### src/rtl/param_stream_loader_pkg.sv
// -----------------------------------------------------------------------------
// param_stream_loader_pkg
//
// Shared definitions for the parameter stream loader: FSM state encoding,
// default widths, the buffer-select encoding and a small helper that sizes
// the lane counter.
// -----------------------------------------------------------------------------
package param_stream_loader_pkg;

    localparam int DEF_DATA_W = 19;
    localparam int DEF_PACK   = 9;
    localparam int DEF_ADDR_W = 18;

    // Which parameter RAM / local buffer a load targets
    localparam logic SEL_W = 1'b0;
    localparam logic SEL_B = 1'b1;

    typedef enum logic [2:0] {
        ST_IDLE,
        ST_READ,
        ST_DRAIN,
        ST_FLUSH,
        ST_DONE
    } state_t;

    // Width of a counter able to index PACK lanes (at least one bit)
    function automatic int laneWidth(input int pack);
        return (pack > 1) ? $clog2(pack) : 1;
    endfunction

endpackage

### src/rtl/param_stream_loader_lane_packer.sv
// -----------------------------------------------------------------------------
// param_stream_loader_lane_packer
//
// Collects values coming back from the parameter RAM into PACK-lane buffer
// words and produces the registered buffer write strobe, word address and
// data.  Weights fill lanes 0..PACK-1 before a word is written; biases are
// written one per word in lane 0.  A flush writes whatever partial weight
// word is pending with its unfilled lanes zero.
//
// Ports:
//   clk, rst     clock, asynchronous active-high reset
//   clear_i      start of a new load: lanes and word address return to 0
//   sel_i        SEL_W = pack weights, SEL_B = one bias per word
//   valid_i      data_i carries a captured RAM value this cycle
//   data_i       RAM value to insert at the current lane
//   flush_i      write the pending partial weight word
//   pending_o    a partial weight word is held (lane counter non-zero)
//   buf_we_o     buffer write strobe (cycle after capture / flush request)
//   buf_addr_o   buffer word address of the current write
//   buf_data_o   packed word, lane 0 in the LSBs
// -----------------------------------------------------------------------------
module param_stream_loader_lane_packer
    import param_stream_loader_pkg::*;
#(
    parameter int DATA_W = DEF_DATA_W,
    parameter int PACK   = DEF_PACK,
    parameter int BUF_AW = 12
) (
    input  logic                     clk,
    input  logic                     rst,
    input  logic                     clear_i,
    input  logic                     sel_i,
    input  logic                     valid_i,
    input  logic [DATA_W-1:0]        data_i,
    input  logic                     flush_i,
    output logic                     pending_o,
    output logic                     buf_we_o,
    output logic [BUF_AW-1:0]        buf_addr_o,
    output logic [PACK*DATA_W-1:0]   buf_data_o
);

    localparam int                WORD_W    = PACK * DATA_W;
    localparam int                LANE_W    = laneWidth(PACK);
    localparam logic [LANE_W-1:0] LAST_LANE = LANE_W'(PACK - 1);

    logic [LANE_W-1:0] lane_q, lane_d;
    logic [WORD_W-1:0] word_q, word_d;
    logic [BUF_AW-1:0] nextAddr_q, nextAddr_d;
    logic              bufWe_q, bufWe_d;
    logic [BUF_AW-1:0] bufAddr_q, bufAddr_d;
    logic [WORD_W-1:0] bufData_q, bufData_d;

    logic [WORD_W-1:0] merged;
    logic [WORD_W-1:0] biasWord;
    logic              commit;

    // Lane insert and write decision.  The completed word is built from the
    // held lanes plus the value arriving now, so the write goes out on the
    // very next cycle without waiting for the lane register to update.
    always_comb begin
        merged = word_q;
        for (int j = 0; j < PACK; j++) begin
            if (lane_q == LANE_W'(j)) begin
                merged[j*DATA_W +: DATA_W] = data_i;
            end
        end

        biasWord                = '0;
        biasWord[DATA_W-1:0]    = data_i;

        lane_d     = lane_q;
        word_d     = word_q;
        nextAddr_d = nextAddr_q;
        bufWe_d    = 1'b0;
        bufAddr_d  = bufAddr_q;
        bufData_d  = bufData_q;
        commit     = 1'b0;

        if (clear_i) begin
            lane_d     = '0;
            word_d     = '0;
            nextAddr_d = '0;
        end else if (valid_i) begin
            if (sel_i == SEL_B) begin
                bufData_d = biasWord;
                commit    = 1'b1;
            end else if (lane_q == LAST_LANE) begin
                bufData_d = merged;
                commit    = 1'b1;
                lane_d    = '0;
                word_d    = '0;
            end else begin
                word_d = merged;
                lane_d = lane_q + LANE_W'(1);
            end
        end else if (flush_i) begin
            // Unfilled lanes are already zero because lanes clear after each write
            bufData_d = word_q;
            commit    = 1'b1;
            lane_d    = '0;
            word_d    = '0;
        end

        // Buffer address wraps naturally modulo 2^BUF_AW
        if (commit) begin
            bufWe_d    = 1'b1;
            bufAddr_d  = nextAddr_q;
            nextAddr_d = nextAddr_q + BUF_AW'(1);
        end
    end

    // Packer state and registered buffer outputs
    always_ff @(posedge clk or posedge rst) begin
        if (rst) begin
            lane_q     <= '0;
            word_q     <= '0;
            nextAddr_q <= '0;
            bufWe_q    <= 1'b0;
            bufAddr_q  <= '0;
            bufData_q  <= '0;
        end else begin
            lane_q     <= lane_d;
            word_q     <= word_d;
            nextAddr_q <= nextAddr_d;
            bufWe_q    <= bufWe_d;
            bufAddr_q  <= bufAddr_d;
            bufData_q  <= bufData_d;
        end
    end

    assign pending_o  = (lane_q != '0);
    assign buf_we_o   = bufWe_q;
    assign buf_addr_o = bufAddr_q;
    assign buf_data_o = bufData_q;

endmodule

### src/rtl/param_stream_loader.sv
// -----------------------------------------------------------------------------
// param_stream_loader
//
// Loads one step's parameter range [firstaddr, lastaddr) from the weight or
// bias RAM into the conv engine's local parameter buffer, packing weights
// PACK to a word, and pulses done when the range has been transferred.
//
// Ports:
//   clk, rst                 clock, asynchronous active-high reset
//   start_i                  one-cycle load request, accepted only when idle
//   re_weights_i, re_bias_i  target RAM (weights win when both are set)
//   firstaddr_i, lastaddr_i  range, first inclusive, last exclusive
//   mem_addr_o               shared RAM read address
//   w_re_o, b_re_o           weight / bias RAM read enables
//   w_data_i, b_data_i       RAM read data, RD_LAT cycles after the address
//   buf_we_o                 buffer write strobe
//   buf_sel_o                0 = weight buffer, 1 = bias buffer
//   buf_addr_o               buffer word address, restarts at 0 per load
//   buf_data_o               packed word, lane 0 in the LSBs
//   busy_o                   load in progress (through the done cycle)
//   done_o                   one-cycle completion pulse
// -----------------------------------------------------------------------------
module param_stream_loader
    import param_stream_loader_pkg::*;
#(
    parameter int DATA_W = DEF_DATA_W,
    parameter int PACK   = DEF_PACK,
    parameter int ADDR_W = DEF_ADDR_W,
    parameter int BUF_AW = 12,
    parameter int RD_LAT = 1
) (
    input  logic                     clk,
    input  logic                     rst,
    input  logic                     start_i,
    input  logic                     re_weights_i,
    input  logic                     re_bias_i,
    input  logic [ADDR_W-1:0]        firstaddr_i,
    input  logic [ADDR_W-1:0]        lastaddr_i,
    output logic [ADDR_W-1:0]        mem_addr_o,
    output logic                     w_re_o,
    output logic                     b_re_o,
    input  logic [DATA_W-1:0]        w_data_i,
    input  logic [DATA_W-1:0]        b_data_i,
    output logic                     buf_we_o,
    output logic                     buf_sel_o,
    output logic [BUF_AW-1:0]        buf_addr_o,
    output logic [PACK*DATA_W-1:0]   buf_data_o,
    output logic                     busy_o,
    output logic                     done_o
);

    state_t            state_q, state_d;
    logic [ADDR_W-1:0] addr_q, addr_d;
    logic [ADDR_W-1:0] lastAddr_q, lastAddr_d;
    logic              sel_q, sel_d;
    logic [RD_LAT-1:0] validPipe_q, validPipe_d;

    logic              issue;
    logic              capture;
    logic              pipeEmpty;
    logic              pending;
    logic              clearReq;
    logic              flushReq;
    logic [DATA_W-1:0] capData;

    assign issue     = (state_q == ST_READ);
    assign capture   = validPipe_q[RD_LAT-1];
    assign pipeEmpty = (validPipe_q == '0);
    assign capData   = (sel_q == SEL_B) ? b_data_i : w_data_i;

    // Next-state logic.  An empty or untargeted range is sent through a
    // single DRAIN cycle: the pipeline is already empty and no lane is
    // pending, so it falls straight into DONE and done lands two cycles
    // after start without any read being issued.
    always_comb begin
        state_d    = state_q;
        addr_d     = addr_q;
        lastAddr_d = lastAddr_q;
        sel_d      = sel_q;
        clearReq   = 1'b0;
        flushReq   = 1'b0;

        case (state_q)
            ST_IDLE: begin
                if (start_i) begin
                    addr_d     = firstaddr_i;
                    lastAddr_d = lastaddr_i;
                    sel_d      = (re_bias_i && !re_weights_i) ? SEL_B : SEL_W;
                    clearReq   = 1'b1;
                    if ((!re_weights_i && !re_bias_i) || (lastaddr_i <= firstaddr_i)) begin
                        state_d = ST_DRAIN;
                    end else begin
                        state_d = ST_READ;
                    end
                end
            end
            ST_READ: begin
                if (addr_q == lastAddr_q - ADDR_W'(1)) begin
                    state_d = ST_DRAIN;
                end else begin
                    addr_d = addr_q + ADDR_W'(1);
                end
            end
            ST_DRAIN: begin
                if (pipeEmpty) begin
                    if (pending) begin
                        flushReq = 1'b1;
                        state_d  = ST_FLUSH;
                    end else begin
                        state_d  = ST_DONE;
                    end
                end
            end
            ST_FLUSH: begin
                state_d = ST_DONE;
            end
            ST_DONE: begin
                state_d = ST_IDLE;
            end
            default: begin
                state_d = ST_IDLE;
            end
        endcase
    end

    // Read-valid shift register: a one enters with each issued read and
    // reaches the top stage when the RAM data for that read is present.
    always_comb begin
        validPipe_d    = validPipe_q;
        validPipe_d[0] = issue;
        for (int i = 1; i < RD_LAT; i++) begin
            validPipe_d[i] = validPipe_q[i-1];
        end
    end

    // FSM, address counter and valid pipeline registers
    always_ff @(posedge clk or posedge rst) begin
        if (rst) begin
            state_q     <= ST_IDLE;
            addr_q      <= '0;
            lastAddr_q  <= '0;
            sel_q       <= SEL_W;
            validPipe_q <= '0;
        end else begin
            state_q     <= state_d;
            addr_q      <= addr_d;
            lastAddr_q  <= lastAddr_d;
            sel_q       <= sel_d;
            validPipe_q <= validPipe_d;
        end
    end

    param_stream_loader_lane_packer #(
        .DATA_W (DATA_W),
        .PACK   (PACK),
        .BUF_AW (BUF_AW)
    ) u_packer (
        .clk        (clk),
        .rst        (rst),
        .clear_i    (clearReq),
        .sel_i      (sel_q),
        .valid_i    (capture),
        .data_i     (capData),
        .flush_i    (flushReq),
        .pending_o  (pending),
        .buf_we_o   (buf_we_o),
        .buf_addr_o (buf_addr_o),
        .buf_data_o (buf_data_o)
    );

    assign mem_addr_o = addr_q;
    assign w_re_o     = issue && (sel_q == SEL_W);
    assign b_re_o     = issue && (sel_q == SEL_B);
    assign buf_sel_o  = sel_q;
    assign busy_o     = (state_q != ST_IDLE);
    assign done_o     = (state_q == ST_DONE);

endmodule

### config.mk
export PLATFORM = sky130hd
export DESIGN_NAME = param_stream_loader
export DESIGN_NICKNAME = d
export VERILOG_FILES = /design/src/rtl/param_stream_loader_pkg.sv /design/src/rtl/param_stream_loader_lane_packer.sv /design/src/rtl/param_stream_loader.sv
export SDC_FILE = /design/constraint.sdc
export NUM_CORES = 1
export LEC_CHECK = 0
export CORE_MARGIN = 8
export CORE_UTILIZATION = 50
export CTS_CLUSTER_SIZE = 24
export DETAILED_ROUTE_END_ITERATION = 8
export PLACE_DENSITY_LB_ADDON = 0.15
export SETUP_SLACK_MARGIN = 0.4
export SLEW_MARGIN = 20
export SYNTH_ARGS = -nofsm -noshare
export SYNTH_HDL_FRONTEND = slang
export SYNTH_SLANG_ARGS = --single-unit
### constraint.sdc
create_clock -name clk -period 23.5 [get_ports clk]
set_input_delay 4.7 -clock clk [delete_from_list [all_inputs] [get_ports clk]]
set_output_delay 4.7 -clock clk [all_outputs]
set_load 0.1 [all_outputs]
# After elaboration in Yosys (flattened, before gate mapping)
# Index checks and enable logic that the tools add are counted.
dict set report word_totals {
  ff_bits 412
  in_bits 79
  word_cells 104
}
dict set report classes {
  n_addsub 4
  order_cmp 1
  n_eq_ne 19
  mux 47
  bitwise_logic 2
  n_reduce_logical 20
}
# op count
set ops {}
lappend ops {{2-to-1 mux 171 bit} 9}
lappend ops {{2-to-1 mux 19 bit} 10}
lappend ops {{2-to-1 mux 18 bit} 2}
lappend ops {{one-hot mux 18 bit (2 select lines)} 1}
lappend ops {{2-to-1 mux 12 bit} 2}
lappend ops {{2-to-1 mux 4 bit} 5}
lappend ops {{adder 18 x 1 -> 18 bit, second input constant} 1}
lappend ops {{== test 18 bit} 1}
lappend ops {{less-or-equal comparator 18 bit} 1}
lappend ops {{subtractor 18 x 1 -> 18 bit, second input constant} 1}
lappend ops {{== test 4 x 3 -> 1 bit, second input constant} 4}
lappend ops {{adder 12 x 1 -> 12 bit, second input constant} 1}
lappend ops {{2-to-1 mux 1 bit} 12}
lappend ops {{2-to-1 mux 3 bit} 4}
lappend ops {{one-hot mux 3 bit (4 select lines)} 1}
lappend ops {{AND reduction 3 bit} 3}
lappend ops {{== test 4 x 2 -> 1 bit, second input constant} 2}
lappend ops {{== test 3 x 2 -> 1 bit, second input constant} 2}
lappend ops {{!= test 2 bit, second input constant} 3}
lappend ops {{!= test 3 x 2 -> 1 bit, second input constant} 2}
lappend ops {{nonzero test 2 bit} 3}
lappend ops {{nonzero test 3 bit} 2}
lappend ops {{adder 4 x 1 -> 4 bit, second input constant} 1}
lappend ops {{== test 4 x 1 -> 1 bit, second input constant} 1}
lappend ops {{other kinds (13)} 19}

# Longest topological paths before layout
# Gate-level depths: netlist (run 1).
dict set report logic_depth {
  ltp_word 8
  mapped_depth 13
  mapped_depth_nobuf 10
}

# Hierarchy
# Synthesis (run 1) repeated with hierarchy kept, for this count alone.
dict set report hier_totals {
  hier_cells 1482
  area_unflattened_um2 17650.7
}
# mod instances cells_per_inst area_per_inst_um2 seq_area_each_um2
set modules_own_cells {}
lappend modules_own_cells {param_stream_loader_lane_packer 1 1040 14018.4 9283.9}
lappend modules_own_cells {param_stream_loader 1 442 3632.2 1026.0}

# Least setup slack after synthesis (run 1)
# No wires, ideal clock.
dict set report synth_timing {
  kind {flip-flop to output port}
  startpoint {register sel_q (netlist: buf_sel_o)}
  endpoint {output b_re_o}
  arrival_ns 3.338
  t_required_ns 18.800
  slack_ns 15.462
  path_stages_with_launch 7
  path_buffers 5
  cell_sequence {dfrtp_1 > clkbuf_1 > clkbuf_1 > buf_1 > clkbuf_1 > buf_1 > and3_1}
}
dict set report synth_between {
  elab_chain_len 1
}
# item line_no
set synth_rtl {}
lappend synth_rtl {{start: declaration} param_stream_loader.sv:55} ;# logic sel_q, sel_d;
lappend synth_rtl {{start signal: assignment} param_stream_loader.sv:148} ;# sel_q <= sel_d;
lappend synth_rtl {{logical AND 1 bit} param_stream_loader.sv:173} ;# assign b_re_o = issue && (sel_q == SEL_B);
lappend synth_rtl {{end: declaration} param_stream_loader.sv:41} ;# output logic b_re_o,
# Every way passes these cells.

# Worst setup path in the final report (run 1)
dict set report layout_timing {
  startpoint {register state_q[1]}
  endpoint {output w_re_o}
}
dict set report layout_between {
  elab_chain_len 2
}
# item line_no
set layout_rtl {}
lappend layout_rtl {{start: declaration} param_stream_loader.sv:52} ;# state_t state_q, state_d;
lappend layout_rtl {{start signal: assignment} param_stream_loader.sv:145} ;# state_q <= state_d;
lappend layout_rtl {{== test 3 x 1 -> 1 bit} param_stream_loader.sv:66} ;# assign issue = (state_q == ST_READ);
lappend layout_rtl {{logical AND 1 bit} param_stream_loader.sv:172} ;# assign w_re_o = issue && (sel_q == SEL_W);
lappend layout_rtl {{end: declaration} param_stream_loader.sv:40} ;# output logic w_re_o,
# Every way passes these cells.

==> results by group, run 1 <==
GRT
  – Initial antenna violation count: 4
  – First-pass GRT wire length: about 96000 um
  – All-Layer GR Usage: between 20 and 30%
  – Grt total ovfl: 0
  – Vias in the first global route: around 17000
  – Largest net degree at the start of global routing: 148

Power and ir drop
  – Power Dens Cells: around 71 mW/mm^2
  – Leakage: around 11 nW
  – Worst vdd ir: approximately 0.062 mV

Run
  – Max Cap Viol: 0

CTS
  – CTS Buf Count: 43
  – Clock-pin slew on the worst setup and hold paths: ~0.06 ns
  – Post-CTS Setup Bufs: 0
  – Cts repair resizes: 0
  – Clock Sinks: 412
  – Clock Tree Root: clkbuf_16
  – H-tree levels: 2
  – CTS tree: yes
  – Clk_lat worst skew: 0.56 ns
  – Hold-fix buffers at CTS: 0
  – Clock Tree Buf Depth: 3

STA
  – Sum of negative setup slack: 0 ns
  – Clock Skews: ~0.021 ns
  – Hold Violations, Final: 0
  – Final Cycle Share: about a third
  – Highest clock rate: 124.7 MHz
  – RSZ-0062 raised after global routing: no
  – Worst-Margin Slew: between 1 and 1.5 ns
  – Setup-failing EPs final: 0
  – Relative slew slack: approximately a fifth
  – Min Hold Slack: approximately 0.47 ns
  – Final Max Tran Viols: 0
  – Min Tclk post-route: between 8 and 9 ns

Floorplanning
  – Io pins: about 290
  – # rows: 71
  – Horiz. Die Dim: between 200 and 250 um
  – Die area: 0.04480 mm^2
  – Initial Util: roughly 51%
  – Core Region: between 0.03 and 0.04 mm^2
  – Chip height: between 200 and 250 um

Placed design
  – Placed Instances: roughly 2700
  – Dpl hpwl: about 43000 um
  – Routability cong.: ~0.89
  – # port buffers: 285
  – DP Area: 0.02237 mm^2

Critical path
  – Setup crit start kind: flip-flop
  – Worst R2R Path Depth: 11
  – Reg-to-reg slack, setup: 18.31 ns
  – Critical Path RT: around 19 ns
  – Worst r2r src: u_packer.lane_q[0]$_DFFE_PP0P_
  – WP data arrival: around 3.3 ns
  – Reg-to-Reg End: u_packer.buf_data_o[46]$_DFFE_PP0P_
  – Max Fanout on Critical Path: 12
  – Critical path type: reg2out
  – Worst setup EP type: output port

Route
  – Post-DRT Antenna Nets: 0
  – Detail-routed via count per cell: a little over 6
  – Drt first pass iters: 7
  – Total number of vias: 16750
  – DRT iter0 DRCs: roughly 1700
  – WL final: 61820 um
  – Routed len/inst: approximately 22 um
  – DRC Markers: 0

Finish
  – Layout cells sized above 1: 6.073%
  – Final instance area: approximately 0.024 mm^2
  – Area delta synth->final: 24.79%
  – Final Net Count: 2325
  – Post-route insts no fill: around 2800
  – Fillers: roughly 3200

Hold path
  – Hold Path Origin: u_packer.buf_addr_o[5]$_DFFE_PP0P_
  – Worst Hold End: u_packer.buf_addr_o[5]$_DFFE_PP0P_
  – Worst min path class: reg2reg
  – Hold Path Stages: 2

Logic synthesis
  – Synthesized cell area: between 0.015 and 0.02 mm^2
  – Post-synthesis register bit count: around 410
  – Synth Area per Inst: between 9 and 10 um^2
  – Sequential share of the synthesized area: between 50% and 60%
  – Post-synth cell types: 72
  – Ys Warns: 0
  – Number of synthesized flops with an enable pin: 0
  – Share of flip-flops with an asynchronous set or reset: 100.0%
  – Syn Nets: ~2100
  – Synth Instances: 2000
  – Post-synth top flop: dfrtp_1

Status
  – Status: finished clean
## worst max-delay path by stage
stage	from	to	slack, ns	cells after the start
4_1_cts	rst	u_packer.buf_data_o[111]$_DFFE_PP0P_	15.51	5
5_1_grt	rst	u_packer.nextAddr_q[7]$_DFFE_PP0P_	15.09	5
3_3_place_gp	rst	u_packer.buf_data_o[111]$_DFFE_PP0P_	14.99	5
6_report	state_q[1]$_DFFE_PP0P_	w_re_o	15.48	4
3_5_place_dp	rst	u_packer.nextAddr_q[0]$_DFFE_PP0P_	14.92	5
2_1_floorplan	rst	buf_sel_o$_DFFE_PP0P_	7.34	1
## report_power, final
part	total [W]	internal, W	switching [W]
Sequential	0.000751	0.000733	0.0000178
Combinational	0.000227	0.0000562	0.000170
Clock	0.000719	0.000432	0.000287
## through the flow
stage / power [W] / utilization (%) / worst slack, ns
2_1_floorplan: 0.0009139 / - / 7.335
3_3_place_gp: 0.0009882 / 59.38 / 14.99
3_5_place_dp: 0.0009908 / 59.38 / 14.92
4_1_cts: 0.001706 / 63.38 / 15.51
5_1_grt: 0.001750 / 63.42 / 15.09
6_report: 0.001697 / 63.42 / 15.48
## state kept, by name, summed over array words and instances, names as in the netlist
| signal | count |
|---|---|
| mem_addr_o | 18 |
| u_packer.nextAddr_q | 12 |
| u_packer.buf_data_o | 171 |
| u_packer.buf_we_o | 1 |
| u_packer.word_q | 171 |
| state_q | 3 |
| capture | 1 |
| u_packer.lane_q | 4 |
| lastAddr_q | 18 |
| buf_sel_o | 1 |
| u_packer.buf_addr_o | 12 |
## cells by family after synthesis
group                    Yosys count  share of synthesized area, %
buffers and inverters            216                         4.294
flip-flops                       412                         53.86
AO/OA/AOI/OAI                    586                         21.25
XOR/XNOR                          30                         1.373
AND/OR/NAND/NOR                  690                         15.32
adder cells (fa/ha/maj)           25                         1.634
multiplexers                      41                         2.268
## cell usage after synthesis, drive strengths merged, types with 25 or more instances
| cell type | instances | area share [%] |
|---|---|---|
| o221ai | 45 | 2.1 |
| nor2 | 265 | 5.2 |
| dfrtp | 412 | 54 |
| a21oi | 29 | 0.76 |
| nand2 | 300 | 5.9 |
| nor2b | 26 | 0.85 |
| clkbuf | 116 | 2.3 |
| inv | 81 | 1.6 |
| a221oi | 105 | 4.8 |
| o21ai | 209 | 5.5 |
| a22oi | 64 | 2.5 |
| o21a | 50 | 2.0 |
| ha | 25 | 1.6 |
## worst max-delay path, cell delays in order, from the launching register on
cell             delay (ns)
dfrtp_1                0.43
nor2_1                 0.50
nand2_1                0.48
nor2_1                 0.21
clkdlybuf4s50_1        1.16
## cell type report
| type | instances | area (um^2) | area share [%] |
|---|---|---|---|
| multi-input cells | 1372 | 8048 | 33.69 |
| diodes | 2 | 5.005 | 0.02095 |
| clock buffers | 62 | 1227 | 5.138 |
| inverters | 83 | 324.1 | 1.357 |
| flip-flops and latches | 412 | 10310 | 43.18 |
| clock inverters | 18 | 280.3 | 1.173 |
| well taps | 511 | 639.4 | 2.677 |
| repair buffers | 309 | 3049 | 12.76 |
## cell usage in the layout (no fill, tap or decap), types with 25 or more instances in the layout
cell type        netlist  final
inv_1                 81     80
clkbuf_16              0     43
o21a_1                50     50
ha_1                  25     25
nand2_1              300    299
a22oi_1               64     64
clkdlybuf4s50_1        0    285
a21oi_1               29     29
a221oi_1             105    105
nor2_1               264    263
o21ai_0              196    196
o221ai_1              45     45
nor2b_1               26     26
dfrtp_1              412    410
## routing by layer
layer  track usage (%)  wire length, um  vias up
met2             44.66            29720      828
met3             5.043             4876      134
met4             9.585             2106        4
met1             35.50            25090     8242
met5                 0               27        -
li1                  -                -     7540
Power figures use the tool's default switching activity.
==> run 2, diff against run 1 <==
==> constraint.sdc (replaced) <==
create_clock -name clk -period 8.4 [get_ports clk]
set_input_delay 1.68 -clock clk [delete_from_list [all_inputs] [get_ports clk]]
set_output_delay 1.68 -clock clk [all_outputs]
set_load 0.1 [all_outputs]
==> results by group, run 2 (same netlist as run 1, synthesis figures left out) <==
Status
  – Status: finished clean

Finish
  – Layout cells sized above 1: 6.178% (+0.11 points)
  – Area delta synth->final: 24.58%
  – Commonest cells after routing, fill and taps aside: dfrtp_1 (410), nand2_1 (299), clkdlybuf4s50_1 (285)
  – Most common cell after layout, fill and taps aside: dfrtp_1
  – Multi-input logic area: 0.008059 mm^2 (+0.14%)
  – Final Net Count: 2324 (-0.043%)
  – Storage cell area: 0.01031 mm^2 (unchanged)
  – Fillers: 3187 (+1.0%)

Route
  – Drt first pass iters: 6 (-1)
  – Routed len/inst: 22.53 um (+0.90%)
  – WL final: 62290 um (+0.76%)
  – Post-DRT Antenna Nets: 0 (unchanged)
  – Total number of vias: 16800 (+0.30%)
  – DRC Markers: 0 (unchanged)
  – DRT iter0 DRCs: 1677 (-0.36%)
  – Detail-routed via count per cell: 6.076 (+0.45%)

GRT
  – Grt total ovfl: 0 (unchanged)
  – All-Layer GR Usage: 27.09% (about the same)
  – Vias in the first global route: 16450 (-0.54%)
  – Largest net degree at the start of global routing: 176 (+19%)
  – Met2 Use GR: 44.22% (-0.44 points)
  – Initial antenna violation count: 5 (+1)
  – Met3 usage: 5.694% (+0.65 points)
  – First-pass GRT wire length: 95870 um (-0.29%)
  – Gr busiest metal: met2
  – Met1 usage: 35.18% (-0.32 points)

CTS
  – Clock Tree Buf Depth: 3 (unchanged)
  – Cts repair resizes: 0 (unchanged)
  – Hold-fix buffers at CTS: 0 (unchanged)
  – Post-CTS Setup Bufs: 0 (unchanged)
  – Clock Sinks: 412 (unchanged)
  – CTS Buf Count: 44 (+2.3%)
  – Clock-pin slew on the worst setup and hold paths: 0.06 ns (about the same)
  – Clock Tree Root: clkbuf_16
  – CTS tree: yes
  – Clk_lat worst skew: 0.57 ns (about the same)
  – H-tree levels: 2 (unchanged)

Placed design
  – Routability cong.: 0.8740 (-1.9%)
  – # port buffers: 285 (unchanged)
  – Dpl hpwl: 42680 um (about the same)

Floorplanning
  – Core Region: 0.03767 mm^2 (unchanged)
  – Initial Util: 50.82% (unchanged)
  – Io pins: 286 (unchanged)
  – Horiz. Die Dim: 211.7 um (unchanged)
  – Chip height: 211.7 um (unchanged)
  – Die area: 0.04480 mm^2 (unchanged)
  – # rows: 71 (unchanged)

STA
  – Worst-Margin Slew: 1.118 ns (-0.04517 ns)
  – Highest clock rate: ~190 MHz
  – Clock Skews: 0.01867 ns (-0.002189 ns)
  – Min Tclk post-route: roughly 5.3 ns
  – Setup-failing EPs final: 0 (unchanged)
  – RSZ-0062 raised after global routing: no
  – Hold Violations, Final: 0 (unchanged)
  – Min Hold Slack: 0.4754 ns (+0.006193 ns)
  – Final Cycle Share: 63.48%
  – Final Max Tran Viols: 0 (unchanged)
  – Sum of negative setup slack: 0 ns (unchanged)
  – Relative slew slack: 25.20% (+5.0 points)

Hold path
  – Hold Path Stages: 2 (unchanged)
  – Worst min path class: reg2reg

Power and ir drop
  – Power Dens Cells: 197.4 mW/mm^2 (+180%)
  – Worst vdd ir: 0.1362 mV (+120%)
  – Leakage: 10.52 nW (-0.22%)

Critical path
  – Max Fanout on Critical Path: 66 (+54)
  – Setup crit start kind: flip-flop
  – Worst R2R Path Depth: 11 (unchanged)
  – WP data arrival: 3.65 ns (+0.33 ns)
  – Critical path type: reg2out
  – Critical Path RT: 6.72 ns (-12.08 ns)
  – Worst setup EP type: output port

Run
  – Max Cap Viol: 0 (unchanged)
==> run 2: changes by cell type in the layout (fill, tap and decap cells not counted), moves of 2 or more <==
cell        delta
mux2i_2        +3
mux2i_1        -3
clkbuf_8       +3
clkinvlp_4     +2
diode_2        +2
clkbuf_1       -5
bufinv_16      -3
buf_4          -3
==> run 2: through the flow <==
step	utilization, %	setup slack [ns]	power, W	cell area, um^2	cells
floorplan	-	1.166	0.002557	19150	2000
global placement	59.36	3.502	0.002763	22360	2685
detailed placement	59.38	3.380	0.002770	22370	2685
CTS	63.25	3.120	0.004725	23830	2761
global route	63.30	3.005	0.004846	23840	2763
finish	63.31	3.068	0.004708	23850	2765
==> run 2: power by group <==
part	switching (W)	internal [W]	total, W
Combinational	0.000477	0.000158	0.000635
Sequential	0.0000470	0.00205	0.00210
Clock	0.000820	0.00115	0.00197
==> run 2: critical path: stages, from the launching register on <==
cell	delay, ns
dfrtp_4	0.84
buf_4	0.73
and3_1	0.27
clkdlybuf4s50_1	1.14
==> run 2: worst paths after layout <==
| kind | slack (ns) | start | to |
|---|---|---|---|
| worst max-delay path | 3.07 | buf_sel_o$_DFFE_PP0P_ | b_re_o |
| worst min-delay path | 0.48 | u_packer.buf_addr_o[11]$_DFFE_PP0P_ | u_packer.buf_addr_o[11]$_DFFE_PP0P_ |
| worst max register to register | 3.75 | u_packer.lane_q[0]$_DFFE_PP0P_ | u_packer.buf_data_o[75]$_DFFE_PP0P_ |
| worst min register to register | 0.48 | u_packer.buf_addr_o[11]$_DFFE_PP0P_ | u_packer.buf_addr_o[11]$_DFFE_PP0P_ |
| max in group asynchronous | 5.21 | rst | capture$_DFF_PP0_ |
| min in group asynchronous | 1.67 | rst | u_packer.buf_data_o[43]$_DFFE_PP0P_ |
==> run 2: per-layer routing <==
layer | vias up | share of wire [%]
met5 | - | 0.043
met1 | 8354 | 40
met3 | 136 | 8.0
li1 | 7562 | -
met2 | 743 | 48
met4 | 4 | 3.4
==> run 2: layout make-up <==
type	instances	area share (%)
flip-flops and latches	412	43.25
multi-input cells	1372	33.79
repair buffers	307	12.78
clock buffers	61	5.346
well taps	511	2.681
inverters	83	1.343
clock inverters	15	0.7660
diodes	4	0.04197
